<file path="src/rtl/decoder_pkg.sv">
// rtl/decoder_pkg.sv - shared FSM states, width limits and the index-to-one-hot helper
package decoder_pkg;

    typedef enum logic [1:0] {
        EMPTY = 2'd0,
        ONE   = 2'd1,
        TWO   = 2'd2
    } state_t;

    localparam int DECODER_WIDTH_DEFAULT = 16;

    // The helper decodes into a fixed-size word; callers slice out their own width.
    // Supported DECODER_WIDTH range is 2..128, so an index never exceeds IDX_MAX_W bits.
    localparam int DECODER_MAX_W = 256;
    localparam int IDX_MAX_W     = 8;

    // Returns {err, word}: word has a single bit set at position idx when idx < width,
    // otherwise word is all-zero and err is set.
    function automatic logic [DECODER_MAX_W:0] onehot_decode(
        input logic [IDX_MAX_W-1:0] idx,
        input int                   width
    );
        logic [DECODER_MAX_W-1:0] word;
        logic                     err;
        word = '0;
        for (int i = 0; i < DECODER_MAX_W; i++) begin
            word[i] = (idx == IDX_MAX_W'(i)) && (i < width);
        end
        err = (int'(idx) >= width);
        return {err, word};
    endfunction

endpackage

</file>
<file path="src/rtl/skid_buffer_1.sv">
// rtl/skid_buffer_1.sv - registered output stage with a one-entry skid, valid/ready on both sides
module skid_buffer_1
    import decoder_pkg::*;
#(
    parameter int DATA_W = 8
) (
    input  logic              clk,
    input  logic              rst_n,
    input  logic              clk_en,
    input  logic              in_valid,
    output logic              in_ready,
    input  logic [DATA_W-1:0] in_data,
    output logic              out_valid,
    input  logic              out_ready,
    output logic [DATA_W-1:0] out_data
);

    state_t            state_q, state_d;
    logic [DATA_W-1:0] out_data_q, out_data_d;
    logic [DATA_W-1:0] skid_data_q, skid_data_d;
    logic              in_ready_q, in_ready_d;
    logic              in_xfer;
    logic              out_xfer;

    assign out_valid = (state_q != EMPTY);
    assign out_data  = out_data_q;
    assign in_ready  = in_ready_q;

    // Next-state and data movement; clk_en gates both handshakes so nothing moves while it is low.
    always_comb begin
        state_d     = state_q;
        out_data_d  = out_data_q;
        skid_data_d = skid_data_q;
        in_xfer     = clk_en && in_valid && in_ready_q;
        out_xfer    = clk_en && out_valid && out_ready;

        case (state_q)
            EMPTY: begin
                if (in_xfer) begin
                    state_d    = ONE;
                    out_data_d = in_data;
                end
            end
            ONE: begin
                if (in_xfer && out_xfer) begin
                    out_data_d = in_data;
                end else if (in_xfer) begin
                    state_d     = TWO;
                    skid_data_d = in_data;
                end else if (out_xfer) begin
                    state_d = EMPTY;
                end
            end
            TWO: begin
                // in_ready_q is low here, so only the output side can move.
                if (out_xfer) begin
                    state_d    = ONE;
                    out_data_d = skid_data_q;
                end
            end
            default: begin
                state_d = EMPTY;
            end
        endcase

        // Registered ready: it reflects the state being entered, and holds while clk_en is low
        // so the first enabled edge after reset is what raises it.
        in_ready_d = clk_en ? (state_d != TWO) : in_ready_q;
    end

    // State, data and ready registers; reset empties both entries and drops ready.
    always_ff @(posedge clk or negedge rst_n) begin
        if (!rst_n) begin
            state_q     <= EMPTY;
            out_data_q  <= '0;
            skid_data_q <= '0;
            in_ready_q  <= 1'b0;
        end else begin
            state_q     <= state_d;
            out_data_q  <= out_data_d;
            skid_data_q <= skid_data_d;
            in_ready_q  <= in_ready_d;
        end
    end

endmodule

</file>
<file path="src/rtl/onehot_decoder.sv">
// rtl/onehot_decoder.sv - binary index to one-hot decoder with skid-buffered output; DECODER_ERR_CNT_EN adds err_cnt
module onehot_decoder
    import decoder_pkg::*;
#(
    parameter  int DECODER_WIDTH = DECODER_WIDTH_DEFAULT,
    localparam int IDX_W         = $clog2(DECODER_WIDTH)
) (
    input  logic                     clk,
    input  logic                     rst_n,
    input  logic                     clk_en,
    input  logic                     in_valid,
    output logic                     in_ready,
    input  logic [IDX_W-1:0]         decoder_in,
    output logic                     out_valid,
    input  logic                     out_ready,
    output logic [DECODER_WIDTH-1:0] decoder_out,
    output logic                     out_err
`ifdef DECODER_ERR_CNT_EN
    ,
    output logic [7:0]               err_cnt
`endif
);

    logic [DECODER_MAX_W:0] dec_full;
    logic [DECODER_WIDTH:0] dec_entry;
    logic [DECODER_WIDTH:0] out_entry;

    // Decode ahead of the registers so each buffered entry already carries {err, word}.
    // Lanes above DECODER_WIDTH are zero by construction; merging them into err means an
    // index beyond the configured width can never leave as a valid-looking empty word.
    always_comb begin
        dec_full  = onehot_decode(IDX_MAX_W'(decoder_in), DECODER_WIDTH);
        dec_entry = {dec_full[DECODER_MAX_W] | (|dec_full[DECODER_MAX_W-1:DECODER_WIDTH]),
                     dec_full[DECODER_WIDTH-1:0]};
    end

    skid_buffer_1 #(
        .DATA_W (DECODER_WIDTH + 1)
    ) u_skid (
        .clk       (clk),
        .rst_n     (rst_n),
        .clk_en    (clk_en),
        .in_valid  (in_valid),
        .in_ready  (in_ready),
        .in_data   (dec_entry),
        .out_valid (out_valid),
        .out_ready (out_ready),
        .out_data  (out_entry)
    );

    assign decoder_out = out_entry[DECODER_WIDTH-1:0];
    assign out_err     = out_entry[DECODER_WIDTH];

`ifdef DECODER_ERR_CNT_EN
    logic [7:0] err_cnt_q, err_cnt_d;

    // Count erroneous words as they leave, stopping at all-ones.
    always_comb begin
        err_cnt_d = err_cnt_q;
        if (clk_en && out_valid && out_ready && out_err && (err_cnt_q != 8'hFF)) begin
            err_cnt_d = err_cnt_q + 8'd1;
        end
    end

    // Error counter register.
    always_ff @(posedge clk or negedge rst_n) begin
        if (!rst_n) begin
            err_cnt_q <= 8'd0;
        end else begin
            err_cnt_q <= err_cnt_d;
        end
    end

    assign err_cnt = err_cnt_q;
`endif

endmodule
</file>
<file path="config.mk">
export PLATFORM = sky130hd
export DESIGN_NAME = onehot_decoder
export DESIGN_NICKNAME = d
export VERILOG_FILES = /design/src/rtl/decoder_pkg.sv /design/src/rtl/skid_buffer_1.sv /design/src/rtl/onehot_decoder.sv
export SDC_FILE = /design/constraint.sdc
export NUM_CORES = 1
export LEC_CHECK = 0
export ABC_AREA = 1
export CAP_MARGIN = 20
export CORE_ASPECT_RATIO = 1.25
export CORE_UTILIZATION = 39
export CTS_CLUSTER_DIAMETER = 200
export DETAILED_ROUTE_END_ITERATION = 12
export HOLD_SLACK_MARGIN = 0.06
export SLEW_MARGIN = 10
export SYNTH_ARGS = -nofsm -noshare
export SYNTH_HDL_FRONTEND = slang
export SYNTH_SLANG_ARGS = --single-unit
</file>
<file path="constraint.sdc">
create_clock -name clk -period 1.25 [get_ports clk]
set_clock_uncertainty 0.1 [all_clocks]
set_input_delay 0.25 -clock clk [delete_from_list [all_inputs] [get_ports clk]]
set_output_delay 0.25 -clock clk [all_outputs]
set_load 0.01 [all_outputs]
</file>
# After elaboration in Yosys (flattened, before gate mapping)
# Index checks and enable logic that the tools add are counted.
[totals]
input_bits = 9
n_memories = 0
ff_bits = 36
mem_bits_ro = 0
latch_bits = 0
output_inout_bits = 19
wordCells = 47
ram_bits = 0
[classes]
addsub = 0
n_shift = 0
div = 0
n_reduce_logical = 11
multipliers = 0
n_eq_ne = 21
bitwise = 1
mux = 10
n_lt_le_gt_ge = 0
[op_table]
columns = ["operator", "n"]
rows = [
  ["$mux 17", 3],
  ["$pmux 17 s3", 1],
  ["$eq 4x4->1 const B", 8],
  ["$eq 4x3->1 const B", 4],
  ["$mux 2", 5],
  ["$eq 4x2->1 const B", 2],
  ["$ne 2x1->1 const B", 3],
  ["$pmux 2 s3", 1],
  ["$logic_and 1x1->1", 5],
  ["$eq 4x1->1 const B", 1],
  ["$logic_not 4->1", 1],
  ["$reduce_and 4->1", 1],
  ["$reduce_and 3->1", 1],
  ["$reduce_bool 3->1", 1],
  ["$eq 2x1->1 const B", 1],
  ["$eq 2x2->1 const B", 1],
  ["$logic_not 2->1", 1],
  ["$ne 2x2->1 const B", 1],
  ["$reduce_bool 2->1", 1],
  ["$not 1->1", 1],
]

# Longest topological paths before layout
[depth]
depth_word = 8
mapped_depth = 8

# By module
# From an unflattened synthesis, not the netlist that was laid out.
[hier_totals]
hier_cells = 253
hier_area_um2 = 1928.1
[by_module_without_submodules]
columns = ["module", "area_each_um2", "instances", "cells_each", "seq_area_each_um2"]
rows = [
  ["skid_buffer_1", 1819.2, 1, 224, 925.9],
  ["onehot_decoder", 108.9, 1, 29, 0.0],
]

# Worst setup path before layout
# No wires, ideal clock.
[synth_path]
path_kind = "flip-flop to flip-flop"
from = "reg u_skid.state_q[1]"
to = "reg u_skid.out_data_q[12], in the netlist u_skid.out_data[12]"
t_required_ps = 1034
synth_period_minus_slack_ps = 1305
t_arrival_ps = 1088
setup_slack_ps = -55
path_stages_with_launch = 8
path_cell_list = "dfrtp_1 > inv_1 > nand2_1 > nand2_2 > nand3_2 > buf_4 > nand2_1 > nand2_1"
[synth_between]
elab_chain_cells = 6
[synth_rtl]
columns = ["item", "line_no", "source"]
rows = [
  ["start, declared", "skid_buffer_1.sv:18", "state_t state_q, state_d;"],
  ["start signal, assigned", "skid_buffer_1.sv:79", "state_q <= state_d;"],
  ["$reduce_bool 2->1 *", "skid_buffer_1.sv:25", "assign out_valid = (state_q != EMPTY);"],
  ["named net out_valid", "onehot_decoder.sv:14", "output logic out_valid,"],
  ["$logic_and 1x1->1 * (2 in series)", "skid_buffer_1.sv:35", "out_xfer = clk_en && out_valid && out_ready;"],
  ["$logic_and 1x1->1", "skid_buffer_1.sv:45", "if (in_xfer && out_xfer) begin"],
  ["$ne 2x1->1 (no line)", "--", ""],
  ["$reduce_and 4->1 (no line) *", "--", ""],
  ["end signal, assigned", "skid_buffer_1.sv:80", "out_data_q <= out_data_d;"],
  ["end, declared", "skid_buffer_1.sv:19", "logic [DATA_W-1:0] out_data_q, out_data_d;"],
]
# The timed path passes the listed nets; every way through them passes the cells marked *.
# A chain may end at the register's enable or synchronous reset.

# Worst setup path after layout
[layout_path]
from = "reg u_skid.state_q[1]"
to = "reg u_skid.skid_data_q[8]"
[layout_between]
elab_chain_cells = 6
[layout_rtl]
columns = ["item", "line_no", "source"]
rows = [
  ["$reduce_bool 2->1", "skid_buffer_1.sv:25", ""],
  ["$logic_and 1x1->1 (2 in series)", "skid_buffer_1.sv:35", ""],
  ["$logic_and 1x1->1", "skid_buffer_1.sv:45", ""],
  ["$not 1->1 (no line)", "--", ""],
  ["$reduce_and 3->1 (no line) *", "--", ""],
  ["end signal, assigned", "skid_buffer_1.sv:81", "skid_data_q <= skid_data_d;"],
  ["end, declared", "skid_buffer_1.sv:20", "logic [DATA_W-1:0] skid_data_q, skid_data_d;"],
]
# Every way passes the cells marked *; elsewhere a longest branch is shown, timed or not.

==> results_dict.tcl <==
set metrics [dict create \
    area_growth_pct 41.4 \
    hold_viol 0 \
    drt_iter0_markers 87 \
    htree_levels 2 \
    intPower_mw 2.47 \
    power_switching_mw 1.13 \
    groute.usage.overall_pct 21.2 \
    fp.dieArea_um2 4680 \
    fin_tns_setup_ns -3.55 \
    netlist.area_leader.share_pct 50.9 \
    p_comb_share_pct 30.4 \
    synth_compound_area_share_pct 0.582 \
    synthAdderAreaFrac_pct 0 \
    rrSetupSlack_ns -0.14 \
    cts_tree "yes" \
    wl_per_cell_um 12.8 \
    path_clk_slew_ns 0.07 \
    cp_data_arrival_time_ns 1.52 \
    start_kind "flip-flop" \
    synth_area_um2 1720 \
    postSynthCellCount 234 \
    clock_power_share_pct 29.7 \
    synth_top_family_by_area "simple AND/OR/NAND/NOR gates" \
    port_buffers 26 \
    viasPerCell 4.74 \
    num_rows 26 \
    place_inst 331 \
    drv_cap 0 \
    ios 28 \
    synth_nets 243 \
    vias 1646 \
    dp.final_hpwl_um 2830 \
    ir_drop_v 0.000749 \
    drc 0 \
    synth-xor-area-share_pct 0 \
    power_density_nw_per_um2 1480 \
    clk_latency_ns 0.29 \
    die_x_um 61.4 \
    required_ns 1.38 \
    syn_avg_cell_area_um2 7.35 \
    core-area_um2 4160 \
    cp_max_fo 7 \
    gp_congestion 0.805 \
    clockBufferDepth 2 \
    start_util_pct 41.3 \
    cp-end-kind "flip-flop" \
    synth_area_leader_cell "dfrtp_1" \
    grt_pass1_wl_um 7510 \
    grt_pass1_vias 1599 \
    seqPwrFrac_pct 39.9 \
    hold_path_class "input pin to asynchronous set/reset pin" \
    synth-seq-cells 35 \
    fin_cells 347 \
    synthMuxAreaShare_pct 0 \
    grt_max_degree 36 \
    fmax_mhz 718 \
    yosys_warnings 0 \
    synth.area.top_cells "dfrtp_1 (51%), nand2_1 (30%), nand3_1 (6.4%)" \
    overflow 0 \
    synth-simple-area-share_pct 42.5 \
    finalWirelength_um 4440 \
    root_buffer "clkbuf_8" \
    yosysUniqueCellTypes 15 \
    violations "negative setup slack" \
    run_status "finished, violations left" \
    period_share_pct 111 \
    switching_share_pct 31.3 \
    drive_gt1_share_pct 30.2 \
    final_nets 299 \
    cts_buffers 5 \
    ant_nets 0 \
    diodes 0 \
    slew_violations 0 \
    setup_violations 34 \
    clock_sinks 35 \
    setup_ws_ns -0.143 \
    final_common_cell "nand2_1" \
    p_leak_nw 1.40 \
    antenna_found_initial 0 \
    rsz0062_at_grt "yes" \
    yosysSeqAreaShare_pct 50.9 \
    die_h_um 76.3 \
    layout_common_cells "nand2_1 (123), dfrtp_1 (35), nand3_1 (19), buf_4 (19), buf_2 (13)" \
    dr.pass1.iters 4 \
    period_needed_ns 1.39 \
    crit_type "flip-flop to flip-flop" \
    cts_hold_buf 0 \
]
## power groups by stage
stage / combinational (mW) / clock, mW / sequential, mW
after floorplan: 0.475 / 0 / 1.49
after global placement: 1.04 / 0 / 1.45
after detailed placement: 1.06 / 0 / 1.45
after CTS: 1.05 / 1.08 / 1.43
after global routing: 1.21 / 1.13 / 1.45
final: 1.09 / 1.07 / 1.43
## through the flow
| step | power [mW] | utilization [%] | setup WS (ns) | instance area, um2 | hold WS [ns] |
|---|---|---|---|---|---|
| final | 3.59 | 58.4 | -0.143 | 2430 | 0.240 |
| after global routing | 3.79 | 58.4 | -0.216 | 2430 | 0.262 |
| after CTS | 3.57 | 56.8 | -0.107 | 2360 | 0.249 |
| after detailed placement | 2.52 | 53.3 | -0.384 | 2220 | 0.359 |
| after global placement | 2.49 | 53.3 | -0.380 | 2220 | 0.356 |
| after floorplan | 1.96 | - | 0.00469 | 1750 | -0.146 |
## final cells by class
type,count,area (um2)
sequential,35,876
timing repair buffer,55,475
clock inverter,2,35.0
clock buffer,6,82.6
inverter,12,55.1
fill,422,1730
multi-input combinational,180,832
tap,56,70.1
timing repair inverter,1,6.26
## cells in the mapped netlist
| library cell | count |
|---|---|
| nand3_2 | 2 |
| buf_4 | 3 |
| inv_1 | 9 |
| nand3_1 | 22 |
| buf_6 | 2 |
| nor2_4 | 2 |
| conb_1 | 1 |
| nand2_1 | 136 |
| buf_2 | 2 |
| nand2_2 | 3 |
| o21ai_0 | 2 |
| inv_2 | 3 |
| nand3b_1 | 1 |
| dfrtp_1 | 35 |
| nor2_1 | 11 |
## final timing paths
path | cells after the start | start | endpoint
min in group clk | 2 | u_skid.skid_data_q[8] | u_skid.skid_data_q[8]
worst min register to register | 2 | u_skid.skid_data_q[8] | u_skid.skid_data_q[8]
worst max register to register | 8 | u_skid.state_q[1] | u_skid.skid_data_q[8]
worst max-delay path | 8 | u_skid.state_q[1] | u_skid.skid_data_q[8]
max in group asynchronous | 2 | rst_n | u_skid.skid_data_q[14]
worst min-delay path | 2 | rst_n | u_skid.state_q[1]
## metal layers
layer / GRT usage, % / vias up / wire, um
met4: 8.00 / 0 / 79
li1: - / 838 / -
met2: 30.7 / 39 / 2090
met3: 5.09 / 8 / 173
met1: 30.3 / 761 / 2100
met5: 0 / - / 0
## cell families after synthesis
| logic type | count (synthesis) |
|---|---|
| buffers and inverters | 19 |
| flip-flops | 35 |
| other | 1 |
| AO/OA/AOI/OAI | 2 |
| AND/OR/NAND/NOR | 177 |
## flip-flops by register name, indices dropped and copies added, names as in the netlist
name,count
u_skid.in_ready,1
u_skid.out_data,16
u_skid.skid_data_q,16
u_skid.state_q,2
## critical path: stages, from the launching register on
cell	delay, ns
dfrtp_1	0.41
buf_6	0.13
nor2_1	0.08
nand2_1	0.09
nor2_4	0.10
buf_6	0.14
clkbuf_16	0.16
nand3_2	0.05
nand2_1	0.06
## timing repair
action	in CTS	in global routing
cloned	0	2
setup buffers	4	3
pin swaps	9	8
resized for setup	80	24
setup endpoints to repair	52	41
(Power assumes the default switching activity.)
